**src/rtl/focalpool_pkg.sv**
```systemverilog
// Shared types for the 2x2 focal max-pool pipeline (row and column stages).
package focalpool_pkg;

  localparam int PIX_W = 4;

  typedef logic [PIX_W-1:0] pix_t;

  typedef struct packed {
    pix_t m;
    pix_t n;
  } pair_t;

  typedef enum logic {
    FILL = 1'b0,
    POOL = 1'b1
  } phase_t;

endpackage

```
**src/rtl/focal_maxpool_col_if.sv**
```systemverilog
// Ready/valid bundle for the column pooling stage; out_last exists only with FOCALPOOL_LAST_EN.
interface focal_maxpool_col_if;
  import focalpool_pkg::*;

  logic in_valid;
  logic in_ready;
  pix_t in_m;
  pix_t in_n;
  logic out_valid;
  logic out_ready;
  pix_t out_p;
  pix_t out_q;
`ifdef FOCALPOOL_LAST_EN
  logic out_last;
`endif

  // master is the surrounding pipeline (upstream producer plus downstream consumer)
  modport master (
    output in_valid, in_m, in_n, out_ready,
    input  in_ready, out_valid, out_p, out_q
`ifdef FOCALPOOL_LAST_EN
    , input out_last
`endif
  );

  modport slave (
    input  in_valid, in_m, in_n, out_ready,
    output in_ready, out_valid, out_p, out_q
`ifdef FOCALPOOL_LAST_EN
    , output out_last
`endif
  );

endinterface

```
**src/rtl/focal_max2.sv**
```systemverilog
// Combinational unsigned maximum of two pixels.
module focal_max2
  import focalpool_pkg::*;
(
  input  pix_t a,
  input  pix_t b,
  output pix_t y
);

  assign y = (a >= b) ? a : b;

endmodule

```
**src/rtl/focal_maxpool_col.sv**
```systemverilog
// Vertical 2x2 max-pool stage: buffers one row of pair maxima, then pools the next row against it.
// Optional out_last marker is built when FOCALPOOL_LAST_EN is defined.
module focal_maxpool_col
  import focalpool_pkg::*;
#(
  parameter int ROW_PAIRS = 4
) (
  input logic               clk,
  input logic               rst_n,
  focal_maxpool_col_if.slave bus
);

  localparam int COL_W = (ROW_PAIRS > 1) ? $clog2(ROW_PAIRS) : 1;

  phase_t           phase, phase_nxt;
  logic [COL_W-1:0] col, col_nxt;
  logic             col_end;
  logic             in_fire, out_fire, fill_fire, pool_fire;
  logic             vld_nxt;

  pair_t            line_buf [ROW_PAIRS];
  pair_t            rd_p0;
  pix_t             max_m_p0, max_n_p0;

  logic             vld_p1;
  pix_t             p_p1, q_p1;
`ifdef FOCALPOOL_LAST_EN
  logic             last_p1;
`endif

  // Stage p0: handshake decode, buffer read and lane maxima
  assign col_end   = (col == COL_W'(ROW_PAIRS - 1));
  assign in_fire   = bus.in_valid && bus.in_ready;
  assign out_fire  = vld_p1 && bus.out_ready;
  assign fill_fire = in_fire && (phase == FILL);
  assign pool_fire = in_fire && (phase == POOL);

  // in_ready never looks at in_valid, so upstream may wait on it safely
  assign bus.in_ready = (phase == FILL) || !vld_p1 || bus.out_ready;

  always_comb begin
    rd_p0 = '0;
    for (int i = 0; i < ROW_PAIRS; i++) begin
      if (col == COL_W'(i)) rd_p0 = line_buf[i];
    end
  end

  focal_max2 u_max_m (.a(rd_p0.m), .b(bus.in_m), .y(max_m_p0));
  focal_max2 u_max_n (.a(rd_p0.n), .b(bus.in_n), .y(max_n_p0));

  always_comb begin
    phase_nxt = phase;
    col_nxt   = col;
    vld_nxt   = vld_p1;
    if (in_fire) begin
      if (col_end) begin
        col_nxt   = '0;
        phase_nxt = (phase == FILL) ? POOL : FILL;
      end else begin
        col_nxt = col + 1'b1;
      end
    end
    if (pool_fire)     vld_nxt = 1'b1;
    else if (out_fire) vld_nxt = 1'b0;
  end

  // Buffer is written in FILL before any POOL read, so it needs no reset
  always_ff @(posedge clk) begin
    for (int i = 0; i < ROW_PAIRS; i++) begin
      if (fill_fire && (col == COL_W'(i))) line_buf[i] <= '{m: bus.in_m, n: bus.in_n};
    end
  end

  // Stage p1: registered pooled pair
  always_ff @(posedge clk) begin
    if (!rst_n) begin
      phase  <= FILL;
      col    <= '0;
      vld_p1 <= 1'b0;
      p_p1   <= '0;
      q_p1   <= '0;
`ifdef FOCALPOOL_LAST_EN
      last_p1 <= 1'b0;
`endif
    end else begin
      phase  <= phase_nxt;
      col    <= col_nxt;
      vld_p1 <= vld_nxt;
      if (pool_fire) begin
        p_p1 <= max_m_p0;
        q_p1 <= max_n_p0;
`ifdef FOCALPOOL_LAST_EN
        last_p1 <= col_end;
`endif
      end
    end
  end

  assign bus.out_valid = vld_p1;
  assign bus.out_p     = p_p1;
  assign bus.out_q     = q_p1;
`ifdef FOCALPOOL_LAST_EN
  assign bus.out_last  = last_p1;
`endif

endmodule

```
**src/flat_wrapper.sv**
```systemverilog
// flat-port wrapper written by rule: the top's interface ports become plain ports
module focal_maxpool_col_flat import focalpool_pkg::*;
#(
  parameter int ROW_PAIRS = 4
)
  (clk, rst_n, bus_in_valid, bus_in_m, bus_in_n, bus_out_ready, bus_in_ready, bus_out_valid, bus_out_p, bus_out_q);
  focal_maxpool_col_if bus_i ();
  input logic clk;
  input logic rst_n;
  input wire logic [$bits(bus_i.in_valid)-1:0] bus_in_valid;
  input wire logic [$bits(bus_i.in_m)-1:0] bus_in_m;
  input wire logic [$bits(bus_i.in_n)-1:0] bus_in_n;
  input wire logic [$bits(bus_i.out_ready)-1:0] bus_out_ready;
  output wire logic [$bits(bus_i.in_ready)-1:0] bus_in_ready;
  output wire logic [$bits(bus_i.out_valid)-1:0] bus_out_valid;
  output wire logic [$bits(bus_i.out_p)-1:0] bus_out_p;
  output wire logic [$bits(bus_i.out_q)-1:0] bus_out_q;
  assign bus_i.in_valid = bus_in_valid;
  assign bus_i.in_m = bus_in_m;
  assign bus_i.in_n = bus_in_n;
  assign bus_i.out_ready = bus_out_ready;
  assign bus_in_ready = bus_i.in_ready;
  assign bus_out_valid = bus_i.out_valid;
  assign bus_out_p = bus_i.out_p;
  assign bus_out_q = bus_i.out_q;
  focal_maxpool_col #(.ROW_PAIRS(ROW_PAIRS)) u_core (.clk(clk), .rst_n(rst_n), .bus(bus_i));
endmodule
```
**config.mk**
```make
export PLATFORM = sky130hd
export DESIGN_NAME = focal_maxpool_col_flat
export DESIGN_NICKNAME = d
export VERILOG_FILES = /design/src/rtl/focalpool_pkg.sv /design/src/rtl/focal_maxpool_col_if.sv /design/src/rtl/focal_max2.sv /design/src/rtl/focal_maxpool_col.sv /design/src/flat_wrapper.sv
export SDC_FILE = /design/constraint.sdc
export NUM_CORES = 1
export LEC_CHECK = 0
export ABC_AREA = 0
export CORE_MARGIN = 3
export CORE_UTILIZATION = 40
export CTS_CLUSTER_SIZE = 12
export DETAILED_ROUTE_END_ITERATION = 6
export GPL_TIMING_DRIVEN = 0
export PLACE_DENSITY = 0.63
export SYNTH_ARGS = -nofsm -noshare
export SYNTH_HDL_FRONTEND = slang
export SYNTH_HIERARCHICAL = 1
export SYNTH_SLANG_ARGS = --single-unit
```
**constraint.sdc**
```tcl
create_clock -name clk -period 4.65 [get_ports clk]
set_input_delay 0.93 -clock clk [delete_from_list [all_inputs] [get_ports clk]]
set_output_delay 0.93 -clock clk [all_outputs]
set_load 0.05 [all_outputs]
```
==> results.txt, run 1 <==
Outcome: complete, no violations
Initial antenna violation count: 0
H-Tree Depth: 2
Ys Warns: 6
Final hold slack: 0.4818 ns
Most frequent cell after synthesis: edfxtp_1
Clock-pin slew on the worst setup and hold paths: 0.08 ns
Synth area leaders: edfxtp_1 (45%), dfxtp_1 (11%), ha_1 (7.0%), mux2_1 (4.2%), a221oi_1 (2.9%)
GRT overflow: 0
Die width: 79.05 um
TritonCTS clock tree: yes
Crit-path most repeated cell: clkdlybuf4s50_1
Worst slew pin tran: 0.5059 ns
Post-Syn Area: 2135 sq um
Final WL: 4308 um
Max FO, Critical Path: 3
Area share of the largest cell type after synthesis: 45.02%
Logic pwr share: 21.5%
Clock Path Buffers: 2
RSZ-0062 raised after global routing: false
Number of diodes: 0
Filler cell count: 464
Area growth syn-to-layout: 18.29%
Clock skew: 0.005888 ns
CTS-repair resized insts: 0
Setup Buffers After CTS: 0
Setup TNS: 0 ns
Endpoints failing setup: 0
Slew margin rel.: 66.17%
Post-synthesis area per instance: 12.48 sq um
Vias per cell: 5.195
Vias post-DR: 1387
Final Power: 0.8794 mW
Total CTS buffers: 5
Critical Path Source: bus_out_ready
Fraction of layout instances using a drive strength above 1: 11.50%
Number of global-route vias before repair: 1408
EDFF count, synth: 32
Hold WC Path Type: flop to flop
Switching share of power: 26.36%
Sequential-to-total area share from yosys stat: 56.27%
Post-CTS Hold Buffers: 0
Die Height: 79.05 um
Worst endpoint required time: 3.72 ns
Startpoint types: input pin
# rows: 25
Synth cell count leaders: edfxtp_1 (32), inv_1 (14), nand2_1 (13)
Worst Path Buf+Inv: 2
Int Power: 0.6476 mW
Mapped Nets: 195
Crit-path cells: clkdlybuf4s50_1, nand3b_1, clkdlybuf4s50_1
Routed Antenna Nets: 0
Wire per inst: 16.13 um
GP Congestion: 0.8003
R2R Path End: u_core/bus.out_q[1]$_SDFFE_PN0P_
Initial Utilization: 43.19%
GR Util All Layers: 15.12%
IO buf count: 21
Final Util: 51.09%
#FFs+latches synth: 44
Worst ir drop on vdd: 0.1519 mV
CTS sink cnt: 44
Worst-Skew Late Latency: 0.29 ns
Crit path max-delay family: buffers and inverters
Reg area: 1201 sq um
First-pass GRT wire length: 7210 um
Final period utilization: 70.62%
Netlist cell types: 29
Clk root buf: clkbuf_8
Fin cells: 267
WP data arrival: 2.35 ns
Final min period: 3.284 ns
Max_cap viols: 0
Post-synth ARST share: 0%
Post-layout nets: 223
Worst reg-to-reg setup slack: 1.58 ns
Starting DRT DRC Count: 81
Residual DRC: 0
Die ar.: 6249 sq um
Largest net degree at the start of global routing: 15
Cell total after placement: 259
Slowest cell delay on critical path: 0.81 ns
Crit path depth: 3
Final count of hold timing violations: 0
Part of the power in registers: 50.3%
Clk network pwr share: 28.3%
Top-level port count: 22
Area leader, netlist: edfxtp_1
Core Footprint: 4942 sq um
CP Capture Point: bus_in_ready
TritonRoute pass-1 iters: 4
Crit path capture type: output pin
Area of the multi-input gates: 825.8 sq um
Pleak: 0.8952 nW
Fin. max-slew vios: 0
WS Path Type: input pin to output pin
R2R cell count: 13
Hpwl dp: 3054 um
Psw: 0.2318 mW
Post-Syn Instances: 171
F_max: 304.5 MHz
Main synth FF type: edfxtp_1
Crit-path slowest cell: clkdlybuf4s50_1
R2R Path Start: u_core/col[0]$_SDFFE_PN0N_
PwrDens: 348.3 nW/um^2
[kinds of logic after synthesis]
| group | after synthesis | share of synthesized area [%] |
|---|---|---|
| AO/OA/AOI/OAI | 43 | 15.24 |
| adder cells (fa/ha/maj) | 12 | 7.034 |
| buffers and inverters | 21 | 5.041 |
| flip-flops | 44 | 56.27 |
| multiplexers | 10 | 5.158 |
| AND/OR/NAND/NOR | 41 | 11.26 |
[final cells by class]
cell class | instances | share of cell area (%)
buffer | 7 | 2.180
timing repair buffer | 21 | 8.325
clock buffer | 6 | 3.271
multi-input combinational | 106 | 32.71
sequential | 44 | 47.57
inverter | 14 | 2.081
clock inverter | 2 | 0.5451
tap | 67 | 3.320
[power groups by stage]
| stage | clock, mW | sequential [mW] | combinational, mW |
|---|---|---|---|
| after floorplan | 0 | 0.452 | 0.140 |
| after global placement | 0 | 0.450 | 0.186 |
| after detailed placement | 0 | 0.451 | 0.190 |
| after CTS | 0.258 | 0.442 | 0.191 |
| after global routing | 0.277 | 0.443 | 0.208 |
| final | 0.249 | 0.442 | 0.189 |
[sequential cells by signal, summed over array words and instances (netlist names)]
register,flops
u_core/line_buf,32
u_core/phase,1
u_core/bus.out_q,4
u_core/bus.out_valid,1
u_core/col,2
u_core/bus.out_p,4
[metal layers]
metal	share of wire [%]	GRT usage, %	vias up
li1	-	-	684
met1	48	19.97	662
met2	45	23.99	33
met3	4.8	4.422	8
met4	1.6	4.639	0
met5	0	0	-
[per-stage QoR]
step	setup WS, ns	instance area, sq um
finish	1.366	2525
global route	1.302	2525
CTS	1.352	2525
detailed placement	1.361	2429
global placement	1.372	2429
floorplan	2.031	2135
[layout by cell type, fill, tap and decap left out, drive strengths merged]
cell	synthesis	final
edfxtp	32	32
mux2	8	8
nor2b	9	9
nand3b	1	1
mux2i	2	2
a221oi	7	7
nand2	13	13
dfxtp	12	12
a2111oi	2	2
a311oi	1	1
nand3	8	8
ha	12	12
buf	6	6
nand2b	3	3
o21ai	11	11
clkbuf	1	7
clkinvlp	0	1
and2	5	5
a22o	1	1
and2b	1	1
clkdlybuf4s50	0	21
a21oi	14	14
inv	14	15
o31ai	7	7
or3	1	1
[worst min path at each step]
stage                     cells past startpoint                               end                        startpoint
after floorplan                               2        u_core/col[1]$_SDFFE_PN0N_        u_core/col[1]$_SDFFE_PN0N_
after detailed placement                      2  u_core/bus.out_p[1]$_SDFFE_PN0P_  u_core/bus.out_p[1]$_SDFFE_PN0P_
final                                         2  u_core/bus.out_p[3]$_SDFFE_PN0P_  u_core/bus.out_p[3]$_SDFFE_PN0P_
after CTS                                     2  u_core/bus.out_p[1]$_SDFFE_PN0P_  u_core/bus.out_p[1]$_SDFFE_PN0P_
after global placement                        2  u_core/bus.out_p[0]$_SDFFE_PN0P_  u_core/bus.out_p[0]$_SDFFE_PN0P_
after global routing                          2  u_core/bus.out_p[0]$_SDFFE_PN0P_  u_core/bus.out_p[0]$_SDFFE_PN0P_
[worst reg2reg max path, stage by stage, from the launching register on]
cell	delay (ns)
dfxtp_1	0.35
inv_1	0.09
ha_1	0.40
buf_6	0.21
a221oi_1	0.06
o31ai_1	0.37
inv_1	0.08
ha_1	0.29
nand2b_4	0.14
a2111oi_4	0.35
a21oi_2	0.10
mux2_1	0.35
nand3_1	0.08
a21oi_1	0.06
(Power assumes the default switching activity.)
==> run 2, diff against run 1 <==
- PLACE_DENSITY: 0.63 -> 0.65
- clock period: 4.65 -> 3 ns (I/O delays scaled with it)
==> run 2 against run 1 <==
Net effect: cell count is 0.75% higher; clock-buffer cell count did not move; sequential share of layout area is 0.80 points lower; largest cell class unchanged; via count up 1.3%; clock skew is 0.0024 ns lower; flip-flop and latch count did not move; utilization grew 0.99 points; non-clock buffer count increased by 2; wire length rose by 4.7%; power up 58%.
==> results.txt, run 2 (synthesized netlist as in run 1, its figures left out) <==
Outcome: complete, no violations (unchanged)
Endpoints failing setup: 0 (unchanged)
Worst slew pin tran: 0.5237 ns (was 0.5059 ns)
Final count of hold timing violations: 0 (unchanged)
Top-level port count: 22 (unchanged)
Most frequent cells in the layout: edfxtp_1 (32), clkdlybuf4s50_1 (21), inv_1 (14), nand2_1 (13), a21oi_1 (12) (was edfxtp_1 (32), clkdlybuf4s50_1 (21), inv_1 (14), nand2_1 (13))
Vias per cell: 5.223 (was 5.195)
Psw: 0.3716 mW (was 0.2318 mW)
First-pass GRT wire length: 7555 um (was 7210 um)
WS Path Type: flop to flop (was input pin to output pin)
Max FO, Critical Path: 5 (was 3)
Filler cell count: 460 (was 464)
Die Height: 79.05 um (unchanged)
WP data arrival: 3.01 ns (was 2.35 ns)
R2R Path Start: u_core/col[0]$_SDFFE_PN0N_ (unchanged)
Max_cap viols: 0 (unchanged)
F_max: 350.8 MHz
Part of the power in registers: 49.6% (was 50.3%)
Hold WC Path Type: flop to flop (unchanged)
Crit-path cells: inv_1, ha_1, nor2b_4, buf_4, a221oi_1, o31ai_1, ha_1, o21ai_0, a21oi_2, mux2_1, nand3_1, a21oi_1 (was clkdlybuf4s50_1, nand3b_1, clkdlybuf4s50_1)
Crit-path slowest cell: o31ai_1 (was clkdlybuf4s50_1)
Initial Utilization: 43.19% (unchanged)
Fraction of layout instances using a drive strength above 1: 15.35% (was 11.50%)
Number of global-route vias before repair: 1539 (was 1408)
Register with the most flip-flops: u_core/line_buf (unchanged)
Worst endpoint required time: 3.16 ns (was 3.72 ns)
Crit-path most repeated cell: ha_1 (was clkdlybuf4s50_1)
Starting DRT DRC Count: 92 (was 81)
Number of diodes: 0 (unchanged)
Worst Slack Setup Final: 0.1496 ns (was 1.366 ns)
Crit path capture type: flop (was output pin)
Core Footprint: 4942 sq um (unchanged)
Critical Path Source: u_core/col[0]$_SDFFE_PN0N_ (was bus_out_ready)
Clk network pwr share: 27.8% (was 28.3%)
Final WL: 4509 um (was 4308 um)
H-Tree Depth: 2 (unchanged)
Initial antenna violation count: 0 (unchanged)
HP Start: u_core/bus.out_q[0]$_SDFFE_PN0P_ (was u_core/bus.out_p[3]$_SDFFE_PN0P_)
TritonCTS clock tree: yes (unchanged)
Total CTS buffers: 5 (unchanged)
Die width: 79.05 um (unchanged)
Worst Path Buf+Inv: 2 (unchanged)
Die ar.: 6249 sq um (unchanged)
GR Util All Layers: 15.86% (was 15.12%)
Largest net degree at the start of global routing: 15 (unchanged)
Clock-pin slew on the worst setup and hold paths: 0.08 ns (about the same)
Area growth syn-to-layout: 20.57% (was 18.29%)
Final hold slack: 0.4975 ns (was 0.4818 ns)
GP Congestion: 0.7604 (was 0.8003)
Leading cell type in the layout, fill and taps excluded: edfxtp_1 (unchanged)
# rows: 25 (unchanged)
Fin. max-slew vios: 0 (unchanged)
Clock Path Buffers: 2 (unchanged)
Setup TNS: 0 ns (unchanged)
Final period utilization: 95.01%
TritonRoute pass-1 iters: 4 (unchanged)
Slew margin rel.: 65.09% (was 66.17%)
Startpoint types: flop (was input pin)
Logic pwr share: 22.7% (was 21.5%)
CTS sink cnt: 44 (unchanged)
Worst-Skew Late Latency: 0.29 ns (about the same)
Vias post-DR: 1405 (was 1387)
Max reg flops: 32 (unchanged)
IO buf count: 21 (unchanged)
Int Power: 1.015 mW (was 0.6476 mW)
GRT overflow: 0 (unchanged)
Routed Antenna Nets: 0 (unchanged)
Crit path max-delay family: compound AO/OA/AOI/OAI gates (was buffers and inverters)
Post-layout nets: 225 (was 223)
Worst slack, placed: -0.09144 ns (was 1.361 ns)
Final min period: 2.850 ns
Clock skew: 0.003513 ns (was 0.005888 ns)
Residual DRC: 0 (unchanged)
Hpwl dp: 3149 um (was 3054 um)
Switching share of power: 26.79% (was 26.36%)
Slowest cell delay on critical path: 0.40 ns (was 0.81 ns)
Clk root buf: clkbuf_8 (unchanged)
RSZ-0062 raised after global routing: true (was false)
Pleak: 0.9120 nW (was 0.8952 nW)
Worst ir drop on vdd: 0.2924 mV (was 0.1519 mV)
PwrDens: 538.9 nW/um^2 (was 348.3 nW/um^2)
Wire per inst: 16.76 um (was 16.13 um)
[run 2: changes by cell type in the layout (fill, tap and decap cells not counted)]
cell,change
buf_4,+2
a221oi_2,+1
o31ai_2,+2
a221oi_1,-1
dfxtp_2,+2
buf_2,-1
o31ai_1,-2
dfxtp_1,-2
ha_4,+1
clkbuf_4,+1
ha_1,-1
[run 2: routing by layer]
metal	global-route usage [%]	up-vias	routed length, um
li1	-	690	-
met5	0	-	0
met4	4.296	0	36
met2	26.26	29	2171
met1	20.58	682	2144
met3	4.082	4	156
[run 2: worst paths after layout]
check,depth (start not counted),slack (ns),endpoint
max,12,0.15,u_core/bus.out_q[0]$_SDFFE_PN0P_
min,2,0.50,u_core/bus.out_q[0]$_SDFFE_PN0P_
max reg2reg,12,0.15,u_core/bus.out_q[0]$_SDFFE_PN0P_
min reg2reg,2,0.50,u_core/bus.out_q[0]$_SDFFE_PN0P_
[run 2: worst min-delay path, stage by stage (launching register included)]
cell	delay, ns
dfxtp_1	0.32
o21ai_0	0.07
a21oi_1	0.07
[run 2: final cells by class]
| type | instances | area, sq um | share of cell area [%] |
|---|---|---|---|
| inverters | 14 | 52.55 | 2.042 |
| flip-flops and latches | 44 | 1204 | 46.77 |
| clock inverters | 2 | 13.76 | 0.5348 |
| multi-input cells | 106 | 854.6 | 33.20 |
| well taps | 67 | 83.83 | 3.257 |
| clock buffers | 6 | 82.58 | 3.209 |
| plain buffers | 7 | 57.56 | 2.236 |
| repair buffers | 23 | 225.2 | 8.751 |
[run 2: what timing repair did]
action | CTS | global route
pin swaps | 1 | 0
buffers inserted | 2 | 0
gates resized for setup | 1 | 7
hold buffers | 0 | 0
endpoints found under the setup margin | 4 | 8
[run 2: power groups by stage]
stage               Clock [mW]  Sequential [mW]  Combinational (mW)
floorplan                    0            0.700               0.217
global placement             0            0.698               0.290
detailed placement           0            0.700               0.298
CTS                      0.399            0.686               0.308
global route             0.425            0.690               0.346
finish                   0.385            0.688               0.314
[run 2: metrics by stage]
step / total power, mW / util (%) / cells / area, sq um
CTS: 1.393 / 51.44 / 269 / 2542
floorplan: 0.9167 / - / 171 / 2135
global route: 1.461 / 52.08 / 269 / 2574
global placement: 0.9877 / 49.14 / 259 / 2429
detailed placement: 0.9980 / 49.14 / 259 / 2429
finish: 1.387 / 52.08 / 269 / 2574
==> run 3, diff against run 2 <==
- CORE_UTILIZATION: 40 -> 50
- PLACE_DENSITY: 0.65 -> 0.77
==> run 3 against run 2 <==
Net effect: via count up 0.43%; global-route usage up 2.0 points; largest power group unchanged; largest cell class unchanged; combinational power about the same; die area down 19%; clock power down 2%; register-to-register slack about the same.
==> results.txt, run 3 (synthesized netlist as in run 1, its figures left out) <==
Die ar.: 5089 sq um (was 6249 sq um)
IO buf count: 21 (unchanged)
Clock Path Buffers: 2 (unchanged)
Worst slew pin tran: 0.5043 ns (was 0.5237 ns)
CTS sink cnt: 44 (unchanged)
Routed Antenna Nets: 0 (unchanged)
Worst ir drop on vdd: 0.3647 mV (was 0.2924 mV)
Final hold slack: 0.4937 ns (was 0.4975 ns)
Initial Utilization: 52.61% (was 43.19%)
Leading cell type in the layout, fill and taps excluded: edfxtp_1 (unchanged)
TritonRoute pass-1 iters: 4 (unchanged)
Worst slack, placed: -0.004805 ns (was -0.09144 ns)
Final count of hold timing violations: 0 (unchanged)
Number of global-route vias before repair: 1454 (was 1539)
RSZ-0062 raised after global routing: false (was true)
Endpoints failing setup: 0 (unchanged)
Clock skew: 0.006964 ns (was 0.003513 ns)
Max reg flops: 32 (unchanged)
Number of diodes: 0 (unchanged)
GP Congestion: 0.8633 (was 0.7604)
GRT overflow: 0 (unchanged)
Hold WC Path Type: flop to flop (unchanged)
Die Height: 71.34 um (was 79.05 um)
Core Footprint: 4058 sq um (was 4942 sq um)
Post-layout nets: 226 (was 225)
Initial antenna violation count: 0 (unchanged)
Setup TNS: 0 ns (unchanged)
GR Util All Layers: 17.83% (was 15.86%)
Max FO, Critical Path: 5 (unchanged)
Vias post-DR: 1411 (was 1405)
Outcome: complete, no violations (unchanged)
Worst endpoint required time: 3.17 ns (was 3.16 ns)
Startpoint types: flop (unchanged)
Final WL: 4194 um (was 4509 um)
Most frequent cells in the layout: edfxtp_1 (32), clkdlybuf4s50_1 (21), nand2_1 (13), inv_1 (13), a21oi_1 (12) (was edfxtp_1 (32), clkdlybuf4s50_1 (21), inv_1 (14), nand2_1 (13), a21oi_1 (12))
Slew margin rel.: 66.28% (was 65.09%)
Final min period: 2.847 ns (was 2.850 ns)
Residual DRC: 0 (unchanged)
WP data arrival: 3.02 ns (was 3.01 ns)
Max_cap viols: 0 (unchanged)
Pleak: 0.9094 nW (was 0.9120 nW)
Wire per inst: 16.58 um (was 16.76 um)
Worst Slack Setup Final: 0.1532 ns (was 0.1496 ns)
TritonCTS clock tree: yes (unchanged)
Largest net degree at the start of global routing: 17 (was 15)
Clk root buf: clkbuf_8 (unchanged)
# rows: 23 (was 25)
Fraction of layout instances using a drive strength above 1: 16.75% (was 15.35%)
Clock-pin slew on the worst setup and hold paths: 0.09 ns (was 0.08 ns)
First-pass GRT wire length: 6948 um (was 7555 um)
Top-level port count: 22 (unchanged)
Area growth syn-to-layout: 19.23% (was 20.57%)
Total CTS buffers: 5 (unchanged)
F_max: 351.3 MHz (was 350.8 MHz)
Fin. max-slew vios: 0 (unchanged)
Starting DRT DRC Count: 61 (was 92)
Vias per cell: 5.577 (was 5.223)
Crit path capture type: flop (unchanged)
Final period utilization: 94.89% (was 95.01%)
Worst-Skew Late Latency: 0.30 ns (was 0.29 ns)
PwrDens: 541.6 nW/um^2 (was 538.9 nW/um^2)
Hpwl dp: 2951 um (was 3149 um)
WS Path Type: flop to flop (unchanged)
Die width: 71.34 um (was 79.05 um)
Register with the most flip-flops: u_core/line_buf (unchanged)
H-Tree Depth: 2 (unchanged)
==> run 3: repair_timing <==
action / 4_1_cts / 5_1_grt
setup buffers: 0 / 3
resized for setup: 1 / 9
endpoints found under the hold margin: 0 / 0
endpoints found under the setup margin: 1 / 4
hold buffers: 0 / 0
pin swaps: 0 / 1
==> run 3: critical path: stages, from the launching register on <==
cell and delay (ns):
dfxtp_4 0.37, inv_1 0.08, ha_2 0.19, nor2b_4 0.22, a221oi_1 0.11, o31ai_1 0.31, inv_1 0.08, ha_1 0.29
nand2b_4 0.14, a2111oi_4 0.35, a21oi_2 0.11, mux2_1 0.33, nand3_1 0.08, a21oi_1 0.06
==> run 3: final timing paths <==
check	startpoint	to	slack, ns	depth (start not counted)
hold reg to reg	u_core/bus.out_q[2]$_SDFFE_PN0P_	u_core/bus.out_q[2]$_SDFFE_PN0P_	0.49	2
hold / removal	u_core/bus.out_q[2]$_SDFFE_PN0P_	u_core/bus.out_q[2]$_SDFFE_PN0P_	0.49	2
setup reg to reg	u_core/col[1]$_SDFFE_PN0N_	u_core/bus.out_q[3]$_SDFFE_PN0P_	0.15	13
setup / recovery	u_core/col[1]$_SDFFE_PN0N_	u_core/bus.out_q[3]$_SDFFE_PN0P_	0.15	13
==> run 3: routing by layer <==
layer  track usage, %  vias up  share of wire (%)
met1            22.59      682                 45
met5                0        -                  0
met3            4.488        9                2.8
li1                 -      694                  -
met4            6.054        0                1.5
met2            29.80       26                 50
==> run 3: layout make-up <==
cell class | count | area, sq um
Clock inverter | 3 | 23.77
Timing Repair Buffer | 24 | 232.7
Tap cell | 50 | 62.56
Inverter | 14 | 52.55
Multi-Input combinational cell | 106 | 843.3
Sequential cell | 44 | 1206
Buffer | 7 | 55.05
Clock buffer | 5 | 68.82
Fill cell | 302 | 1513
==> run 3: stage by stage <==
stage / total power [mW] / cells / utilization (%) / instance area [sq um]
floorplan: 0.9167 / 171 / - / 2135
global placement: 0.9810 / 242 / 59.33 / 2407
detailed placement: 0.9918 / 242 / 59.33 / 2407
CTS: 1.370 / 250 / 61.67 / 2502
global route: 1.453 / 253 / 62.72 / 2545
finish: 1.378 / 253 / 62.72 / 2545
==> run 3: power by group <==
part / internal (mW) / switching [mW]
Combinational: 0.154 / 0.158
Clock: 0.170 / 0.209
Sequential: 0.677 / 0.00934
